[config.mk]
export PLATFORM = sky130hd
export DESIGN_NAME = free_list_allocator
export DESIGN_NICKNAME = d
export VERILOG_FILES = /design/src/rtl/free_list_allocator.sv
export SDC_FILE = /design/constraint.sdc
export NUM_CORES = 1
export LEC_CHECK = 0
export ABC_AREA = 1
export ABC_CLOCK_PERIOD_IN_PS = 85700
export BUFFER_PORTS_ARGS = -buffer_cell sky130_fd_sc_hd__buf_2
export CAP_MARGIN = 20
export CORE_UTILIZATION = 40
export DETAILED_ROUTE_END_ITERATION = 7
export GPL_ROUTABILITY_DRIVEN = 0
export GPL_TIMING_DRIVEN = 0
export PLACE_DENSITY = 0.61
export SLEW_MARGIN = 20
export SYNTH_ARGS = -nofsm -noshare
export SYNTH_HDL_FRONTEND = slang
export SYNTH_SLANG_ARGS = --single-unit
export TNS_END_PERCENT = 10
[constraint.sdc]
create_clock -name clk -period 85.7 [get_ports clk]
set_input_delay 12.855 -clock clk [delete_from_list [all_inputs] [get_ports clk]]
set_output_delay 12.855 -clock clk [all_outputs]
set_load 0.02 [all_outputs]
[src/rtl/free_list_allocator.sv]
// Multi-port free-slot allocator over a free/busy bitmap. Grants up to ALLOC_PORTS distinct
// free indices per cycle in a low-first, high-first or round-robin scan, and takes one release per cycle.
module free_list_allocator #(
    parameter int NUM_ENTRIES   = 32,
    parameter int ALLOC_PORTS   = 2,
    parameter int HIGH_PRIORITY = 0,
    parameter int ROUND_ROBIN   = 0,
    localparam int IDXW         = $clog2(NUM_ENTRIES)
) (
    input  logic                                  clk,
    input  logic                                  rst,
    input  logic [ALLOC_PORTS-1:0]                alloc_req,
    output logic [ALLOC_PORTS-1:0]                alloc_gnt,
    output logic [ALLOC_PORTS-1:0][IDXW-1:0]      alloc_idx,
    input  logic                                  free_valid,
    input  logic [IDXW-1:0]                       free_idx,
    output logic [IDXW:0]                         free_count,
    output logic                                  none_free,
    output logic                                  all_free,
    output logic                                  dbl_free_err
);

    localparam logic [IDXW:0] FULL_CNT = (IDXW+1)'(NUM_ENTRIES);
    localparam logic [IDXW:0] ONE_CNT  = (IDXW+1)'(1);
    localparam logic [IDXW-1:0] ONE_IDX = IDXW'(1);

    logic [NUM_ENTRIES-1:0] free_map_q, free_map_d;
    logic [IDXW-1:0]        rr_ptr_q, rr_ptr_d;
    logic [IDXW:0]          free_count_q, free_count_d;
    logic                   dbl_free_err_q, dbl_free_err_d;

    // Position p of the scan visits slot pos_slot[p]; scan_map is the bitmap in scan order.
    logic [IDXW-1:0]        pos_slot [NUM_ENTRIES];
    logic [NUM_ENTRIES-1:0] scan_map;

    for (genvar p = 0; p < NUM_ENTRIES; p++) begin : g_order
        if (ROUND_ROBIN != 0) begin : g_rr
            // N is a power of two, so the IDXW-bit add wraps modulo N.
            assign pos_slot[p] = rr_ptr_q + IDXW'(p);
        end else if (HIGH_PRIORITY != 0) begin : g_high
            assign pos_slot[p] = IDXW'(NUM_ENTRIES - 1 - p);
        end else begin : g_low
            assign pos_slot[p] = IDXW'(p);
        end
        assign scan_map[p] = free_map_q[pos_slot[p]];
    end

    // Request/grant contract: alloc_gnt[i] answers alloc_req[i] in the same cycle and the
    // slot in alloc_idx[i] is owned by the requester from the next edge; there is no stall.
    logic [NUM_ENTRIES-1:0] taken;
    logic                   found;
    logic                   any_gnt;
    logic [IDXW-1:0]        last_slot;
    logic [IDXW:0]          n_gnt;

    always_comb begin
        taken     = '0;
        found     = 1'b0;
        any_gnt   = 1'b0;
        last_slot = '0;
        n_gnt     = '0;
        alloc_gnt = '0;
        alloc_idx = '0;
        for (int i = 0; i < ALLOC_PORTS; i++) begin
            found = 1'b0;
            for (int p = 0; p < NUM_ENTRIES; p++) begin
                if (alloc_req[i] && !found && scan_map[p] && !taken[p]) begin
                    found        = 1'b1;
                    taken[p]     = 1'b1;
                    alloc_gnt[i] = 1'b1;
                    alloc_idx[i] = pos_slot[p];
                    last_slot    = pos_slot[p];
                    any_gnt      = 1'b1;
                    n_gnt        = n_gnt + ONE_CNT;
                end
            end
        end
    end

    logic release_ok;

    always_comb begin
        release_ok     = free_valid && !free_map_q[free_idx];
        free_map_d     = free_map_q;
        dbl_free_err_d = dbl_free_err_q | (free_valid && free_map_q[free_idx]);
        if (release_ok) begin
            free_map_d[free_idx] = 1'b1;
        end
        // A released slot was busy, so it can never collide with a grant this cycle.
        for (int i = 0; i < ALLOC_PORTS; i++) begin
            if (alloc_gnt[i]) begin
                free_map_d[alloc_idx[i]] = 1'b0;
            end
        end
        free_count_d = free_count_q - n_gnt + (release_ok ? ONE_CNT : '0);
        rr_ptr_d     = any_gnt ? last_slot + ONE_IDX : rr_ptr_q;
    end

    always_ff @(posedge clk or posedge rst) begin
        if (rst) begin
            free_map_q     <= '1;
            rr_ptr_q       <= '0;
            free_count_q   <= FULL_CNT;
            dbl_free_err_q <= 1'b0;
        end else begin
            free_map_q     <= free_map_d;
            rr_ptr_q       <= rr_ptr_d;
            free_count_q   <= free_count_d;
            dbl_free_err_q <= dbl_free_err_d;
        end
    end

    assign free_count   = free_count_q;
    assign none_free    = (free_count_q == '0);
    assign all_free     = (free_count_q == FULL_CNT);
    assign dbl_free_err = dbl_free_err_q;

endmodule

==> flow_summary.toml <==
[status]
status = "completed"

[detailed_routing]
drc_errors = 0
viasPerCell = 5.31
dr_total_vias = 9244
drt_iter0_drc = 671
dr.pass1.iters = 5
wl_mm = 25.1
ant_nets = 0
wl_per_cell_um = 14.4

[timing]
rsz0062_at_grt = "no"
setup_violations = 0
hold_ws_ps = 488
slew_headroom_pct = 44.5
clock.fmax_ghz = 0.0200
finClkSkew_ps = 6.24
finalSetupTns_ps = 0
worst_slew_pin_slew_ps = 824
setup_ws_ps = 35650
finalCritPeriodShare_pct = 58.4
hold_violations = 0
finalMaxSlewViolations = 0
period_needed_ps = 50050

[place]
portBuffers = 29
place_ws_ps = 35430
placed_cells = 1731
dp_hpwl_mm = 21.3

[synth]
synthArstFlopShare_pct = 100
ys_ff_latch = 39
synth_seq_area_share_pct = 12.3
synth_top_cell_by_area = "nand2_1"
syn-num-nets = 1516
synth_area_leaders = "nand2_1 (17%), inv_1 (12%), ha_1 (11%)"
syn_area_um2 = 8300
synthDistinctLibCells = 59
synth.most_common_cell = "nand2_1"
synth_area_per_cell_um2 = 5.80
synthCells = 1431
yosys.area.top_type_share_pct = 16.6
synth_warnings = 0
synth_edf_count = 0
synth_ff_type = "dfstp_2"
ys_top_cells_by_count = "nand2_1 (368), inv_1 (265), nand3_1 (148)"

[clock_tree]
htree_levels = 2
clock_path_buffers = 2
post_cts_buffers = 0
root_buffer = "clkbuf_16"
worstSkewPairLatency_ps = 290
ctsHoldBuffers = 0
cts_resized = 0
clk_pin_slew_ps = 70
cts_inserted_buffers = 5
cts_tree = "done"
clock_sinks = 39

[setup_path]
critical_path.n_buffers_inverters = 32
crit_start = "alloc_req[0]"
slowest_stage = "o21ai_0"
cp-start-kind = "primary input"
reg2reg_from = "free_map_q[1]$_DFF_PP1_"
crit_top_cell = "nand2_1"
crit_family = "adder cells"
endpoint_kind = "flip-flop"
path_max_fanout = 10
cpPeakStageDelay_ps = 400
cp.depth = 222
criticalPathCategory = "in2reg"
ff2ff_path_depth = 223
required_ps = 85920
cp.arrival_ps = 50260

[die]
ios = 31
die_height_um = 146
dieArea_um2 = 21300
start_util_pct = 40.9
die_x_um = 146
fp-row-count = 52
core_um2 = 20300

[min_path]
worstHoldPathCells = 1
hold_path.startpoint = "dbl_free_err$_DFF_PP0_"
hold_path_class = "reg2reg"

[cells_and_area]
nFillCells = 2281
final_cells = 1740
synthToLayoutAreaGrowth_pct = 7.81
finish.net_count = 1554
drive_gt1_share_pct = 13.9
antenna_cells = 0

[global_routing]
grt_overflow = 0
grtUsageTotal_pct = 24.1
antenna_found_initial = 0
grt_pass1_wl_mm = 42.2
grt_max_degree = 30
grt_pass1_vias = 8676

[flow_run]
maxCapViolations = 0
==> layer usage <==
layer  GRT usage, %  routed length (um)
met3           1.41                 939
met5              0                   0
met4           3.49                 236
met1           35.1               12900
met2           39.8               11100
==> cell families (layout without fill, tap and decap cells) <==
group                      after synthesis  after routing  share of synthesized area (%)
AOI/OAI and AO/OA                      109            109                           8.79
xor gates and xnor gates                 7              7                          0.739
adders and majority gates               75             75                           11.4
buffers and inverters                  300            339                           14.1
DFF                                     39             39                           12.3
muxes                                    1              1                          0.121
other                                    1              1                         0.0452
and+or+nand+nor                        899            899                           52.5
==> state kept, by name, summed over array words and instances, names as in the netlist <==
signal,count
free_count,6
dbl_free_err,1
free_map_q,32
==> final cells by class <==
| class | count | area (um^2) | area share, % |
|---|---|---|---|
| sequential | 39 | 1020 | 11.4 |
| clock inverter | 3 | 15.0 | 0.168 |
| clock buffer | 5 | 125 | 1.40 |
| tap | 270 | 338 | 3.78 |
| inverter | 286 | 1080 | 12.0 |
| timing repair buffer | 31 | 170 | 1.90 |
| multi-input combinational | 1092 | 6110 | 68.3 |
| buffer | 14 | 92.6 | 1.04 |
==> worst paths after layout <==
kind | to | slack, ps
worst min register to register | dbl_free_err$_DFF_PP0_ | 490
min in group asynchronous | dbl_free_err$_DFF_PP0_ | 12500
worst min-delay path | dbl_free_err$_DFF_PP0_ | 490
worst max-delay path | free_count[5]$_DFF_PP1_ | 35650
max in group asynchronous | free_map_q[18]$_DFF_PP1_ | 72670
worst max register to register | free_count[5]$_DFF_PP1_ | 48000
==> stage by stage <==
step                area [um^2]  util, %
finish                     8940     44.1
global route               8940     44.1
CTS                        8940     44.0
detailed placement         8800     43.3
global placement           8780     43.3
floorplan                  8300        -
==> cells in the final DEF (no fill, tap or decap), drive strengths merged, types with 2 or more instances in the layout <==
cell type / count
a211oi: 2
a21oi: 12
a221oi: 9
a22o: 2
a22oi: 8
a311oi: 2
a31oi: 31
and2: 12
buf: 38
clkbuf: 12
clkinv: 8
dfrtp: 6
dfstp: 33
ha: 74
inv: 281
nand2: 415
nand3: 152
nand3b: 17
nand4: 43
nor2: 126
nor3: 78
nor3b: 4
nor4: 28
o211ai: 6
o21ai: 21
o221ai: 9
or2: 21
or4: 2
xnor2: 2
xor2: 5
Power is not shown: default switching activity piles up to over one toggle a cycle in this logic, so the estimate is an artifact.
